==> config.mk <==
export PLATFORM = sky130hd
export DESIGN_NAME = axil_sram_ctrl_param
export DESIGN_NICKNAME = d
export VERILOG_FILES = /design/src/rtl/axil_sram_ctrl_param.sv
export SDC_FILE = /design/constraint.sdc
export NUM_CORES = 1
export LEC_CHECK = 0
export CORE_ASPECT_RATIO = 0.7
export CORE_UTILIZATION = 30
export DETAILED_ROUTE_END_ITERATION = 10
export SLEW_MARGIN = 20
export SYNTH_ARGS = -nofsm -noshare
export SYNTH_HDL_FRONTEND = slang
export SYNTH_SLANG_ARGS = --single-unit
export TNS_END_PERCENT = 10
==> constraint.sdc <==
create_clock -name clk -period 3 [get_ports clk]
set_input_delay 0.45 -clock clk [delete_from_list [all_inputs] [get_ports clk]]
set_output_delay 0.45 -clock clk [all_outputs]
set_load 0.05 [all_outputs]
==> src/rtl/axil_sram_ctrl_param.sv <==
// axil_sram_ctrl_param: AXI4-Lite slave to single-port req/done SRAM bridge with round-robin read/write arbitration.
// Define SRAM_TIMEOUT_EN to abort SRAM requests that see no done within TIMEOUT_CYC cycles.
module axil_sram_ctrl_param #(
  parameter int DATA_W = 32,
  parameter int ADDR_W = 32,
  parameter int SRAM_DEPTH = 1024,
  parameter int TIMEOUT_CYC = 64,
  localparam int STRB_W = DATA_W / 8,
  localparam int BOFF = $clog2(STRB_W),
  localparam int SRAM_AW = $clog2(SRAM_DEPTH)
) (
  input  logic                clk,
  input  logic                rst_n,
  input  logic [ADDR_W-1:0]   s_axi_awaddr,
  input  logic                s_axi_awvalid,
  output logic                s_axi_awready,
  input  logic [DATA_W-1:0]   s_axi_wdata,
  input  logic [STRB_W-1:0]   s_axi_wstrb,
  input  logic                s_axi_wvalid,
  output logic                s_axi_wready,
  output logic [1:0]          s_axi_bresp,
  output logic                s_axi_bvalid,
  input  logic                s_axi_bready,
  input  logic [ADDR_W-1:0]   s_axi_araddr,
  input  logic                s_axi_arvalid,
  output logic                s_axi_arready,
  output logic [DATA_W-1:0]   s_axi_rdata,
  output logic [1:0]          s_axi_rresp,
  output logic                s_axi_rvalid,
  input  logic                s_axi_rready,
  output logic [SRAM_AW-1:0]  sram_addr,
  output logic [DATA_W-1:0]   sram_data_in,
  output logic [STRB_W-1:0]   sram_be,
  output logic                wr_en,
  output logic                rd_en,
  input  logic [DATA_W-1:0]   sram_data_out,
  input  logic                sram_write_done,
  input  logic                sram_read_done
);
  localparam logic [1:0] OKAY = 2'b00;
  localparam logic [1:0] SLVERR = 2'b10;
  localparam logic [ADDR_W-1:0] LIMIT = ADDR_W'(SRAM_DEPTH * STRB_W);
  if (TIMEOUT_CYC < 1 || SRAM_DEPTH < 2 || (DATA_W != 32 && DATA_W != 64)) begin : g_bad_param
    $error("axil_sram_ctrl_param: unsupported parameter set");
  end
  typedef enum logic [2:0] {IDLE, WR_REQ, RD_REQ, WR_RESP, RD_RESP} state_t;
  state_t state, state_d;
  logic aw_full, w_full, ar_full, last_wr, tmo;
  logic aw_full_d, w_full_d, ar_full_d;
  logic [ADDR_W-1:0] aw_addr, ar_addr;
  logic [DATA_W-1:0] w_data;
  logic [STRB_W-1:0] w_strb;
  logic aw_oor, ar_oor, grant_wr, grant_rd, take_wr, take_rd;
  assign aw_oor = aw_addr >= LIMIT;
  assign ar_oor = ar_addr >= LIMIT;
  // last_wr=0 means the read side was served last, so a write wins the next tie
  assign grant_wr = aw_full && w_full && (!ar_full || !last_wr);
  assign grant_rd = ar_full && !grant_wr;
  assign take_wr = state == IDLE && grant_wr;
  assign take_rd = state == IDLE && grant_rd;
  assign aw_full_d = (aw_full || (s_axi_awvalid && s_axi_awready)) && !take_wr;
  assign w_full_d = (w_full || (s_axi_wvalid && s_axi_wready)) && !take_wr;
  assign ar_full_d = (ar_full || (s_axi_arvalid && s_axi_arready)) && !take_rd;
`ifdef SRAM_TIMEOUT_EN
  localparam int CW = $clog2(TIMEOUT_CYC + 1);
  logic [CW-1:0] tcnt;
  always_ff @(posedge clk or negedge rst_n)
    if (!rst_n) tcnt <= '0;
    else tcnt <= (state_d != state || !(state == WR_REQ || state == RD_REQ)) ? '0 : tcnt + 1'b1;
  assign tmo = tcnt == CW'(TIMEOUT_CYC - 1);
`else
  assign tmo = 1'b0;
`endif
  always_comb begin
    state_d = state;
    case (state)
      IDLE:    state_d = grant_wr ? ((aw_oor || w_strb == '0) ? WR_RESP : WR_REQ)
                       : grant_rd ? (ar_oor ? RD_RESP : RD_REQ) : IDLE;
      WR_REQ:  state_d = (sram_write_done || tmo) ? WR_RESP : WR_REQ;
      RD_REQ:  state_d = (sram_read_done || tmo) ? RD_RESP : RD_REQ;
      WR_RESP: state_d = s_axi_bready ? IDLE : WR_RESP;
      RD_RESP: state_d = s_axi_rready ? IDLE : RD_RESP;
      default: state_d = IDLE;
    endcase
  end
  always_ff @(posedge clk or negedge rst_n)
    if (!rst_n) state <= IDLE;
    else state <= state_d;
  always_ff @(posedge clk or negedge rst_n) begin
    if (!rst_n) begin
      {aw_full, w_full, ar_full, last_wr} <= '0;
      {s_axi_awready, s_axi_wready, s_axi_arready} <= '0;
      {aw_addr, ar_addr, w_data, w_strb} <= '0;
      {wr_en, rd_en, s_axi_bvalid, s_axi_rvalid} <= '0;
      {sram_addr, sram_data_in, sram_be} <= '0;
      {s_axi_bresp, s_axi_rresp, s_axi_rdata} <= '0;
    end else begin
      aw_full <= aw_full_d;
      w_full <= w_full_d;
      ar_full <= ar_full_d;
      s_axi_awready <= !aw_full_d;
      s_axi_wready <= !w_full_d;
      s_axi_arready <= !ar_full_d;
      if (s_axi_awvalid && s_axi_awready) aw_addr <= s_axi_awaddr;
      if (s_axi_wvalid && s_axi_wready) begin
        w_data <= s_axi_wdata;
        w_strb <= s_axi_wstrb;
      end
      if (s_axi_arvalid && s_axi_arready) ar_addr <= s_axi_araddr;
      wr_en <= state_d == WR_REQ;
      rd_en <= state_d == RD_REQ;
      s_axi_bvalid <= state_d == WR_RESP;
      s_axi_rvalid <= state_d == RD_RESP;
      if (take_wr) begin
        last_wr <= 1'b1;
        sram_addr <= aw_addr[BOFF+SRAM_AW-1:BOFF];
        sram_data_in <= w_data;
        sram_be <= w_strb;
        s_axi_bresp <= aw_oor ? SLVERR : OKAY;
      end
      if (take_rd) begin
        last_wr <= 1'b0;
        sram_addr <= ar_addr[BOFF+SRAM_AW-1:BOFF];
        s_axi_rdata <= '0;
        s_axi_rresp <= ar_oor ? SLVERR : OKAY;
      end
      if (state == WR_REQ && state_d == WR_RESP) s_axi_bresp <= sram_write_done ? OKAY : SLVERR;
      if (state == RD_REQ && state_d == RD_RESP) begin
        s_axi_rdata <= sram_read_done ? sram_data_out : '0;
        s_axi_rresp <= sram_read_done ? OKAY : SLVERR;
      end
    end
  end
endmodule

==> metrics.cfg, run 1 <==
[placement]
place_area_um2=9857
hpwl_um=12090
place_inst=1076
routabilityCongestion=0.7109
io_buffers=223
dp_slack_ns=0.8330

[logic_synthesis]
yosysTopAreaCell=dfrtp_1
synth-seq-area-share_pct=65.64
synth_cell_type_count=38
synth_seq_cells=190
yosysWarningCount=0
synth_area_um2=7243
ys.flop_type=dfrtp_1
synth.top_cell.area_share_pct=65.64
netlist_instances=557
synth_common_cells=190 x dfrtp_1, 115 x nand2_1, 96 x mux2_2
synth.most_common_cell=dfrtp_1
synth_edf_count=0
ys_top_cells_by_area=dfrtp_1 66%, mux2_2 15%, nand2_1 6.0%
async_reset_ff_share_pct=100.0
syn_area_per_cell_um2=13.00

[route]
via_per_inst=4.479
wl_per_cell_um=15.90
drtIter0Drc=215
ant_nets=0
drt-pass1-iter-count=4
routed_wirelength_um=17600
drc_errors=0
num_vias=4958

[flow_run]
cap_viol_max_count=0

[clocking]
cts_tree=yes
post_cts_resized=0
ctsHoldBuffers=0
numCtsBuffers=17
postCtsSetupBuffers=0
clkLatencyLatePin_ns=0.43
htree_levels=4
clk_pin_slew_ns=0.07
root_buffer=clkbuf_16
cts_buffer_depth=2
cts.sinks=190

[global_route]
grt_pass1_vias=5059
grt_util_all_layers_pct=14.89
grt_pass1_wl_um=28490
antenna_found_initial=1
grt_max_degree=86
grt_overflow_total=0

[timing]
maxSlewViolCount=0
period_needed_ns=2.175
report.final.hold_viol_count=0
timing.fmax_ghz=0.4599
grt_setup_unrepaired=no
fin_setup_tns_ns=0
worst_pin_slew_ns=0.8322
final.period_utilization_pct=72.49
finalSetupViolCount=0
hold_ws_ns=0.09056
worst_slack_ns=0.8254
fin_worst_skew_ns=0.009733
maxSlewHeadroom_pct=44.14

[cells_and_area]
fin_cells=1107
ff_latch_area_um2=4755
nets=918
multiInputGateArea_um2=2333
n_fill_cell=2181
final_cell_area_um2=10440
areaGrowthSynthToFinish_pct=44.17
drive_above_1_share_pct=18.27

[floorplan]
fp.dieArea_um2=24780
die_y_um=132.0
ioPinCount=230
core_area_um2=23640
initial_utilization_pct=30.64
fp-row-count=47
die_w_um=187.7

[power]
pwr_density_cell_nw_per_um2=1189
p_leak_uw=0.004481
irDropWorstVdd_v=0.0006127

[setup_path]
cp.required_ns=3.31
worstPathArrival_ns=2.49
worstSetupStartpointType=register
setup.worst_path.end_class=register
path_max_fanout=14
critical_path_class=reg2reg

[worst_hold_path]
hold_path_class=in2async

[run_status]
status=finished clean

[registers in the layout (all words and copies together) (netlist names), 3 cells and up]
register	count
s_axi_rdata	32
sram_data_in	32
w_data	32
ar_addr	30
aw_addr	30
sram_addr	10
sram_be	4
w_strb	4
state	3
[power breakdown]
part           internal [µW]  switching (µW)  total (µW)  leakage [µW]
Combinational           2240            3400        5650       0.00189
Sequential              3820             699        4520       0.00232
Clock                   1290             956        2250      0.000275
[logic make-up (layout without fill, tap and decap cells)]
kind of cell	Yosys count	in the layout	share of synthesized area (%)
buffers and inverters	39	269	2.470
DFF	190	190	65.64
and+or+nand+nor	159	159	9.673
muxes	96	96	14.92
AOI/OAI and AO/OA	72	72	7.238
other	1	3	0.05177
[cell usage in the layout (no fill, tap or decap), drive strengths merged, types with 5 or more instances in the layout]
cell           count
clkdlybuf4s50    222
o21ai              5
inv                7
nand2            115
a22o              32
dfrtp            190
buf               10
nor4              10
o22ai             10
a21oi             14
nor2              15
mux2              96
clkbuf            23
[critical path, stage by stage (launching register included)]
cell and delay [ns]:
dfrtp_1 0.51, nor3_4 0.59, o211ai_1 0.24, or3_4 0.43
a311oi_1 0.30
[metrics by stage]
step                utilization (%)  power [µW]
floorplan                         -        8309
global placement              41.70       10190
detailed placement            41.70       10270
CTS                           44.16       12580
global route                  44.17       13190
finish                        44.17       12410
[area by class of cell]
class / instances / share of cell area [%]
Sequential cell: 190 / 45.53
Multi-Input combinational cell: 329 / 22.35
Tap cell: 318 / 3.810
Inverter: 6 / 0.2157
Antenna cell: 1 / 0.02396
Timing Repair Buffer: 233 / 22.49
Clock buffer: 22 / 4.541
Clock inverter: 8 / 1.042
[final timing paths]
check                      depth (start not counted)                          end  slack [ns]                  start
hold reg to reg                                    2  sram_data_in[4]$_DFFE_PN0P_        0.46  w_data[4]$_DFFE_PN0P_
setup / recovery                                   4       s_axi_bvalid$_DFF_PN0_        0.83     state[2]$_DFF_PN0_
setup reg to reg                                   4       s_axi_bvalid$_DFF_PN0_        0.83     state[2]$_DFF_PN0_
min in group clk                                   2  sram_data_in[4]$_DFFE_PN0P_        0.46  w_data[4]$_DFFE_PN0P_
max in group asynchronous                          2      aw_addr[17]$_DFFE_PN0P_        2.14                  rst_n
hold / removal                                     1  s_axi_rdata[15]$_DFFE_PN0P_        0.09                  rst_n
[per-layer routing]
metal,vias up,GRT usage [%],part of all wire [%]
met5,-,0,0
met4,0,4.562,1.1
met3,11,6.149,8.9
met2,173,20.78,42
met1,2397,20.90,48
li1,2377,-,-
Note: power is estimated with default switching activity, not from simulation.
==> run 2, diff against run 1 <==
Clock period 3 ns to 1.8 ns, I/O delays scaled along.
==> metrics.cfg, run 2 (synthesis results as in run 1) <==
[power]
p_leak_uw=0.004827
irDropWorstVdd_v=0.0008037
total_power_uw=20900
pwr_density_cell_nw_per_um2=1972

[cells_and_area]
nets=936
n_fill_cell=2228
drive_above_1_share_pct=24.88
multiInputGateArea_um2=2365
final_common_cell=dfrtp_1
areaGrowthSynthToFinish_pct=46.29
ff_latch_area_um2=4757
largest_registers=s_axi_rdata (32), sram_data_in (32), w_data (32)
fin_util_pct=44.82
final_cell_mix=188 x dfrtp_1, 135 x clkdlybuf4s50_1, 115 x nand2_1
antenna_cells=0

[setup_path]
critical_path_class=reg2reg
reg2regPathDepth=5
worstPathArrival_ns=2.03
r2r-start=state[2]$_DFF_PN0_
worst_path_largest_cell_delay_ns=0.45
cp.required_ns=2.13
ff2ff_setup_slack_ns=0.1
path_max_fanout=17
reg2reg_to=s_axi_bresp[1]$_DFFE_PN0P_
worstSetupStartpointType=register
cp_slowest_cell=dfrtp_2
cp_cell_sequence=or3_4 > nor3b_4 > buf_12 > nor2_1 > a311oi_1
setup.worst_path.end_class=register

[placement]
io_buffers=223
hpwl_um=12670
routabilityCongestion=0.7391

[clocking]
htree_levels=4
numCtsBuffers=17
cts_buffer_depth=2
clkLatencyLatePin_ns=0.43
root_buffer=clkbuf_16
clk_pin_slew_ns=0.07
cts_tree=yes
postCtsSetupBuffers=0
cts.sinks=190

[worst_hold_path]
hold_path_class=in2async

[global_route]
grt_max_degree=54
antenna_found_initial=2
grt_pass1_wl_um=29460
grt_pass1_vias=5325
grt_util_all_layers_pct=15.35
grt_overflow_total=0

[flow_run]
cap_viol_max_count=0

[timing]
finalSetupViolCount=0
fin_worst_skew_ns=0.008234
period_needed_ns=1.701
final.period_utilization_pct=94.52
grt_setup_unrepaired=yes
report.final.hold_viol_count=0
maxSlewViolCount=0
worst_pin_slew_ns=0.5167
fin_setup_tns_ns=0
timing.fmax_ghz=0.5878
maxSlewHeadroom_pct=65.69

[route]
drc_errors=0
routed_wirelength_um=17860
via_per_inst=4.507
num_vias=5075
wl_per_cell_um=15.87
ant_nets=0
drtIter0Drc=151
drt-pass1-iter-count=4

[floorplan]
initial_utilization_pct=30.64
core_area_um2=23640
fp-row-count=47
die_y_um=132.0
ioPinCount=230
die_w_um=187.7
fp.dieArea_um2=24780

[run_status]
status=finished clean

-- run 2: critical path, delay by kind of cell, from the launching register on --
kind / cells / cell delay, ns
AND/OR/NAND/NOR: 3 / 0.72
flip-flops: 1 / 0.45
AO/OA/AOI/OAI: 1 / 0.22
buffers and inverters: 1 / 0.20
-- run 2: cell type report --
| cell class | instances | area share, % |
|---|---|---|
| multi-input cells | 329 | 22.32 |
| clock inverters | 12 | 1.488 |
| clock buffers | 20 | 4.310 |
| well taps | 318 | 3.755 |
| inverters | 6 | 0.2125 |
| flip-flops and latches | 190 | 44.89 |
| repair buffers | 251 | 23.03 |
-- run 2: how the worst max path moves through the flow --
stage | to | depth (start not counted) | startpoint | slack [ns]
finish | s_axi_bresp[1]$_DFFE_PN0P_ | 5 | state[2]$_DFF_PN0_ | 0.1
global route | s_axi_bresp[1]$_DFFE_PN0P_ | 5 | state[2]$_DFF_PN0_ | -0.01
CTS | s_axi_bvalid$_DFF_PN0_ | 4 | ar_addr[20]$_DFFE_PN0P_ | 0.06
detailed placement | s_axi_bvalid$_DFF_PN0_ | 4 | ar_addr[24]$_DFFE_PN0P_ | 0.08
global placement | s_axi_bvalid$_DFF_PN0_ | 4 | ar_addr[20]$_DFFE_PN0P_ | 0.09
floorplan | ar_addr[10]$_DFFE_PN0P_ | 4 | s_axi_arready$_DFF_PN0_ | 0.03
-- run 2: metal layers --
layer / vias up / track usage, % / wire, µm
li1: 2422 / - / -
met1: 2479 / 22.29 / 8982
met2: 159 / 21.42 / 7395
met3: 13 / 5.137 / 1275
met4: 2 / 4.833 / 197
met5: - / 0 / 12
-- run 2: where the power goes --
part	total [µW]	leakage [µW]	internal, µW	switching [µW]
Combinational	9470	0.00222	3630	5840
Clock	3940	0.000293	2270	1670
Sequential	7480	0.00231	6380	1110
Total	20900	0.00483	12300	8620
-- run 2: per-stage QoR --
step	cell area [µm²]	std cells	hold slack (ns)	setup slack, ns
3_3_place_gp	10010	1093	0.2209	0.08672
6_report	10600	1126	0.3282	0.09862
3_5_place_dp	10010	1093	0.2225	0.08290
4_1_cts	10560	1126	0.3224	0.05962
2_1_floorplan	7248	558	-0.02559	0.03128
5_1_grt	10600	1126	0.3540	-0.01074
-- run 2: what timing repair did --
action	in CTS	in global routing
pin swaps	0	1
endpoints found under the hold margin	36	0
gates resized for setup	57	6
endpoints found under the setup margin	57	2
hold buffers	1	0
